$ cat src/rtl/imem_loader.sv
// Byte-stream program loader: packs little-endian bytes into 32-bit words for the instruction memory.
// Optional trailing XOR checksum byte is enabled by defining IMEM_LOADER_CHECKSUM_EN.
module imem_loader #(
  parameter int IM_DEPTH = 1024
) (
  input  logic        clk,
  input  logic        rst,
  input  logic        start,
  input  logic [7:0]  rx_data,
  input  logic        rx_valid,
  output logic        rx_ready,
  output logic        im_we,
  output logic [31:0] im_addr,
  output logic [31:0] im_wdata,
  output logic        cpu_hold,
  output logic        busy,
  output logic        done,
  output logic        error,
  output logic [15:0] word_count
);

  typedef enum logic [2:0] {
    S_IDLE, S_LEN_LO, S_LEN_HI, S_DATA, S_WRITE, S_CSUM, S_DONE, S_ERROR
  } state_t;

  localparam logic [16:0] DEPTH = 17'(IM_DEPTH);

  state_t      state_q, state_d;
  logic [15:0] len_q, len_d;
  logic [1:0]  bcnt_q, bcnt_d;
  logic [31:0] word_q, word_d;
  logic [15:0] wcnt_q, wcnt_d;
  logic [15:0] len_new;
`ifdef IMEM_LOADER_CHECKSUM_EN
  logic [7:0]  csum_q, csum_d;
  localparam state_t S_AFTER_LAST = S_CSUM;
`else
  localparam state_t S_AFTER_LAST = S_DONE;
`endif

  assign len_new    = {rx_data, len_q[7:0]};
  assign word_count = wcnt_q;

  always_comb begin
    state_d  = state_q;
    len_d    = len_q;
    bcnt_d   = bcnt_q;
    word_d   = word_q;
    wcnt_d   = wcnt_q;
`ifdef IMEM_LOADER_CHECKSUM_EN
    csum_d   = csum_q;
`endif
    rx_ready = 1'b0;
    im_we    = 1'b0;
    im_addr  = 32'd0;
    im_wdata = 32'd0;
    cpu_hold = 1'b0;
    busy     = 1'b0;
    done     = 1'b0;
    error    = 1'b0;

    case (state_q)
      S_IDLE, S_DONE, S_ERROR: begin
        done     = (state_q == S_DONE);
        error    = (state_q == S_ERROR);
        cpu_hold = (state_q == S_ERROR);
        if (start) begin
          state_d = S_LEN_LO;
          wcnt_d  = 16'd0;
          bcnt_d  = 2'd0;
`ifdef IMEM_LOADER_CHECKSUM_EN
          csum_d  = 8'd0;
`endif
        end
      end
      S_LEN_LO: begin
        rx_ready = 1'b1;
        busy     = 1'b1;
        cpu_hold = 1'b1;
        if (rx_valid) begin
          len_d[7:0] = rx_data;
          state_d    = S_LEN_HI;
        end
      end
      S_LEN_HI: begin
        rx_ready = 1'b1;
        busy     = 1'b1;
        cpu_hold = 1'b1;
        if (rx_valid) begin
          len_d = len_new;
          if (len_new == 16'd0)             state_d = S_AFTER_LAST;
          else if ({1'b0, len_new} > DEPTH) state_d = S_ERROR;
          else                              state_d = S_DATA;
        end
      end
      S_DATA: begin
        rx_ready = 1'b1;
        busy     = 1'b1;
        cpu_hold = 1'b1;
        if (rx_valid) begin
          // first byte of a word ends up in bits [7:0] after four shifts
          word_d = {rx_data, word_q[31:8]};
          bcnt_d = bcnt_q + 2'd1;
`ifdef IMEM_LOADER_CHECKSUM_EN
          csum_d = csum_q ^ rx_data;
`endif
          if (bcnt_q == 2'd3) state_d = S_WRITE;
        end
      end
      S_WRITE: begin
        busy     = 1'b1;
        cpu_hold = 1'b1;
        im_we    = 1'b1;
        im_addr  = {16'd0, wcnt_q};
        im_wdata = word_q;
        wcnt_d   = wcnt_q + 16'd1;
        state_d  = (wcnt_d == len_q) ? S_AFTER_LAST : S_DATA;
      end
`ifdef IMEM_LOADER_CHECKSUM_EN
      S_CSUM: begin
        rx_ready = 1'b1;
        busy     = 1'b1;
        cpu_hold = 1'b1;
        if (rx_valid) state_d = (rx_data == csum_q) ? S_DONE : S_ERROR;
      end
`endif
      default: state_d = S_IDLE;
    endcase
  end

  always_ff @(posedge clk) begin
    if (rst) begin
      state_q <= S_IDLE;
      len_q   <= 16'd0;
      bcnt_q  <= 2'd0;
      word_q  <= 32'd0;
      wcnt_q  <= 16'd0;
`ifdef IMEM_LOADER_CHECKSUM_EN
      csum_q  <= 8'd0;
`endif
    end else begin
      state_q <= state_d;
      len_q   <= len_d;
      bcnt_q  <= bcnt_d;
      word_q  <= word_d;
      wcnt_q  <= wcnt_d;
`ifdef IMEM_LOADER_CHECKSUM_EN
      csum_q  <= csum_d;
`endif
    end
  end

endmodule

$ cat config.mk
export PLATFORM = sky130hd
export DESIGN_NAME = imem_loader
export DESIGN_NICKNAME = d
export VERILOG_FILES = /design/src/rtl/imem_loader.sv
export SDC_FILE = /design/constraint.sdc
export NUM_CORES = 1
export LEC_CHECK = 0
export CAP_MARGIN = 40
export CORE_MARGIN = 1
export CORE_UTILIZATION = 50
export DETAILED_ROUTE_END_ITERATION = 10
export GPL_TIMING_DRIVEN = 0
export PLACE_DENSITY = 0.78
export SYNTH_ARGS = -nofsm -noshare
export SYNTH_HDL_FRONTEND = slang
export SYNTH_SLANG_ARGS = --single-unit
$ cat constraint.sdc
create_clock -name clk -period 2.6 [get_ports clk]
set_input_delay 0.52 -clock clk [delete_from_list [all_inputs] [get_ports clk]]
set_output_delay 0.52 -clock clk [all_outputs]
set_load 0.005 [all_outputs]
==> Word-level counts from Yosys, hierarchy flattened <==
Index checks and enable logic that the tools add are counted.
{ "word_totals": {"ff_bits": 69, "inputBits": 12, "out_inout_bits": 86, "word_cells": 60} }
{ "classes": {"n_addsub": 2, "n_lt_le_gt_ge": 1, "n_eq_ne": 13, "muxes": 24, "bitwise": 1, "n_reduce_logical": 13} }
{ "ops": {"columns": ["operator", "n"], "rows": [
  ["two-way mux 16 bit", 2],
  ["two-way mux 32 bit", 1],
  ["one-hot mux 16 bit (2 select lines)", 1],
  ["two-way mux 3 bit", 8],
  ["adder 16 x 1 -> 16 bit (second input constant)", 1],
  ["== test 16 bit", 1],
  ["> comparator 16 x 11 -> 1 bit (second input constant)", 1],
  ["logical NOT 16 bit", 1],
  ["one-hot mux 8 bit (2 select lines)", 1],
  ["one-hot mux 3 bit (5 select lines)", 1],
  ["!= test 2 bit (second input constant)", 5],
  ["== test 3 bit (second input constant)", 3],
  ["two-way mux 8 bit", 1],
  ["== test 3 x 2 -> 1 bit (second input constant)", 2],
  ["AND reduction 2 bit", 3],
  ["AND reduction 3 bit", 2],
  ["OR reduction 3 bit", 2],
  ["two-way mux 1 bit", 5],
  ["AND reduction 5 bit", 1],
  ["two-way mux 2 bit", 2],
  ["one-hot mux 2 bit (2 select lines)", 1],
  ["nonzero test 2 bit", 2],
  ["OR reduction 4 bit", 1],
  ["== test 3 x 1 -> 1 bit (second input constant)", 1],
  ["other kinds (5)", 5]
]} }

==> Logic depth before layout (Yosys ltp) <==
{ "depth": {"ltp_word": 5, "mapped_depth": 8, "depth_no_buf": 7} }

==> Least setup slack after synthesis <==
No wires, ideal clock.
{ "synth_timing": {"path_kind": "flip-flop to flip-flop", "start": "reg wcnt_q[1] (netlist: word_count[1])", "end": "reg state_q[0]", "setup_ns": 0.123, "arrival_ns": 1.928, "t_required_ns": 2.477, "slack_ns": 0.549, "path_stages_with_launch": 9, "n_path_buf": 1, "synth_period_minus_slack_ns": 2.051, "cell_sequence": "dfxtp_1 > ha_1 > and3_1 > buf_6 > nand4_1 > xnor2_1 > a2111oi_4 > a41o_2 > a31oi_1"} }
{ "synth_between": {"elab_chain_cells": 4} }
{ "synth_lines": {"columns": ["item", "line_no", "rtl"], "rows": [
  ["from (decl)", "32", "logic [15:0] wcnt_q, wcnt_d;"],
  ["from (signal assigned)", "146", "wcnt_q <= wcnt_d;"],
  ["adder 16 x 1 -> 16 bit", "116", "wcnt_d = wcnt_q + 16'd1;"],
  ["== test 16 bit", "117", "state_d = (wcnt_d == len_q) ? S_AFTER_LAST : S_DATA;"],
  ["two-way mux 3 bit", "117", null],
  ["one-hot mux 3 bit (5 select lines)", "62", "case (state_q)"],
  ["to (signal assigned)", "142", "state_q <= state_d;"],
  ["to (decl)", "28", "state_t state_q, state_d;"]
]} }
No other way between the ends.
A chain may end at the register's enable or synchronous reset.

==> Final worst setup path <==
{ "layout_timing": {"start": "reg state_q[2]", "end": "out im_wdata[19]"} }
{ "layout_between": {"elab_chain_cells": 2} }
{ "layout_lines": {"columns": ["item", "line_no", "rtl"], "rows": [
  ["== test 3 bit", "62", null],
  ["two-way mux 32 bit", "62", null],
  ["to (decl)", "14", "output logic [31:0] im_wdata,"]
]} }
No other way between the ends.

==> impl_metrics.csv <==
group,metric,value,unit
detailed_routing,vias_per_cell,5.51,
yosys,synth_top_cell_by_area,"dfxtp_1",
critical_path,endpoint_kind,"output pin",
die,ioPinCount,98,
grt,grt_pass1_vias,3730,
run,drv_cap,0,
detailed_routing,drtIter0Drc,224,
detailed_routing,drc_errors,0,
yosys,syn_inst,512,
die,die_area,8270,um^2
status,status,"finished clean",
die,rows,32,
layout,num_antenna_cells,0,
hold_path,hp-class,"register to register",
yosys,ys_ff_latch,69,
die,start_util,51.5,%
placed_design,place_area,4940,um^2
pwr,combPwrFrac,29.7,%
die,dieHeight,91.0,um
clocking,cts-root-buf,"clkbuf_8",
clocking,clock_latency,0.35,ns
clocking,cts_tree,"yes",
die,core-area,7690,um^2
detailed_routing,drtPass1Iterations,5,
layout,multi_input_area,2200,um^2
layout,syn2layout_area_growth,31.2,%
placed_design,hpwl,8.20,mm
pwr,pwr-share-clk,29.2,%
die,die_w,91.0,um
grt,grt_max_degree,15,
critical_path,cp.arrival,1.99,ns
clocking,clockBufferDepth,2,
timing,drv_slew,0,
clocking,cts.clk_slew.worst_paths,0.08,ns
yosys,ys_warn_count,0,
yosys,postSynth.asyncResetShare,0,%
timing,setup_viol,0,
placed_design,place.gp.congestion,0.912,
critical_path,path_class,"register to output pin",
pwr,p_sw,980,uW
detailed_routing,vias,4005,
pwr,ir_drop,0.000385,V
yosys,synth-edff-count,0,
detailed_routing,wl_per_cell,15.5,um
layout,layout_common_cells,"94 x nand2_1, 80 x clkdlybuf4s50_1, 68 x dfxtp_1",
yosys,seq_area_frac_synth,34.9,%
timing,rsz0062_at_grt,"false",
detailed_routing,ant_nets,0,
timing,hold_viol_final,0,
detailed_routing,drt_wl_total,11.2,mm
yosys,ys_types,54,
clocking,cts_buffers,9,
timing,clock_skew,0.0120,ns
layout,final_nets,634,
layout,final_util,67.5,%
timing,clock.fmax,398,MHz
timing,period_minus_slack,2.51,ns
yosys,synth_area,3960,um^2
pwr,leakage,0.00211,uW
yosys,avgSynthCellArea,7.73,um^2
yosys,ys.flop_type,"dfxtp_1",
layout,fillers,662,
critical_path,cp_data_required_time,2.08,ns
pwr,seqPwrFrac,41.1,%
yosys,synthTopCellsByArea,"dfxtp_1 35%, nand2_1 8.9%, and3_1 8.1%",
clocking,h-tree-depth,3,
timing,fin_crit_sh,96.7,%
grt,globalRouteOverflowTotal,0,
pwr,p_int,1810,uW
critical_path,crit_path_max_fanout,10,
layout,final_common_cell,"nand2_1",
timing,relSlewSlack,47.0,%
critical_path,critPathLaunchType,"register",
placed_design,port_buffers,80,
grt,gr-usage-all-layers,27.7,%
layout,seq_area,1380,um^2
pwr,pwr_density_cell,538,nW/um^2
clocking,clock-sinks,69,
timing,worstMarginPinSlew,0.791,ns
layout,drive_above_1_share,13.4,%
timing,setup-tns-final,0,ns
grt,antenna_found_initial,0,
yosys,synthDominantCellAreaShare,34.9,%
layout,finalInstanceArea,5190,um^2
grt,grt_pass1_wl,18.2,mm
pwr,switching_share,35.1,%
[metrics by stage]
step | setup slack [ns] | hold slack [ns] | instances | total power, uW
6_report | 0.0865 | 0.452 | 727 | 2790
5_1_grt | 0.00489 | 0.481 | 727 | 2940
4_1_cts | 0.00499 | 0.456 | 727 | 2780
3_5_place_dp | -0.501 | 0.445 | 709 | 1900
3_3_place_gp | -0.514 | 0.442 | 709 | 1880
2_1_floorplan | 0.549 | 0.432 | 527 | 1630
[power by group through the flow]
| stage | Combinational (uW) | Sequential [uW] | Clock, uW |
|---|---|---|---|
| 4_1_cts | 808 | 1150 | 825 |
| 3_5_place_dp | 744 | 1150 | 0 |
| 3_3_place_gp | 728 | 1150 | 0 |
| 6_report | 829 | 1150 | 816 |
| 5_1_grt | 895 | 1160 | 885 |
| 2_1_floorplan | 490 | 1140 | 0 |
[per-layer routing]
metal / part of all wire (%) / vias to the layer above / GRT usage [%]
li1: - / 1950 / -
met1: 42 / 1855 / 33.8
met2: 49 / 172 / 46.3
met3: 6.1 / 28 / 5.36
met4: 3.0 / 0 / 14.6
met5: 0 / - / 0
[cell families after synthesis]
| group | share of synthesized area [%] |
|---|---|
| flip-flops | 34.9 |
| multiplexers | 2.81 |
| other | 0.0948 |
| AND/OR/NAND/NOR | 30.4 |
| XOR/XNOR | 5.98 |
| buffers and inverters | 11.2 |
| AO/OA/AOI/OAI | 13.9 |
| adder cells (fa/ha/maj) | 0.632 |
[worst max-delay path, cell delays in order, from the launching register on]
cell and delay [ns]:
dfxtp_1 0.45, clkbuf_8 0.24, clkbuf_2 0.24, and3_1 0.20, clkdlybuf4s50_1 0.51
[final timing paths]
| kind | to | slack, ns | startpoint | cells after the start |
|---|---|---|---|---|
| setup / recovery | im_wdata[19] | 0.09 | state_q[2] | 4 |
| hold / removal | word_q[1] | 0.45 | word_q[1] | 2 |
| setup reg to reg | state_q[0] | 0.23 | word_count[1] | 8 |
| hold reg to reg | word_q[1] | 0.45 | word_q[1] | 2 |
[flip-flops by register name (all words and copies together) (netlist names)]
name and flops:
word_count 16, state_q 3, bcnt_q 2, len_q 16, word_q 32
[Yosys cell counts, types with 3 or more instances]
cell type,count
a211oi_1,3
a21oi_1,61
a31oi_1,5
and3_1,51
and4_1,3
buf_2,5
buf_4,19
clkbuf_1,25
clkbuf_8,9
dfxtp_1,69
inv_1,4
mux2i_1,10
nand2_1,94
nand3_1,7
nand3b_1,5
nand4_1,9
nor2_1,41
nor3_1,8
nor4_1,5
o21ai_0,13
xnor2_1,20
xor2_1,7
[repair_timing]
action | CTS | global route
pin swaps | 1 | 0
setup buffers | 4 | 0
setup endpoints to repair | 54 | 42
resized for setup | 19 | 11
hold buffers | 0 | 0
[area by class of cell]
| class | count | share of cell area [%] |
|---|---|---|
| inverter | 5 | 0.386 |
| sequential | 69 | 26.6 |
| timing repair buffer | 84 | 16.0 |
| buffer | 61 | 8.75 |
| clock inverter | 7 | 1.08 |
| tap | 102 | 2.46 |
| clock buffer | 9 | 2.39 |
| multi-input combinational | 390 | 42.3 |
Note: power is estimated with default switching activity, not from simulation.
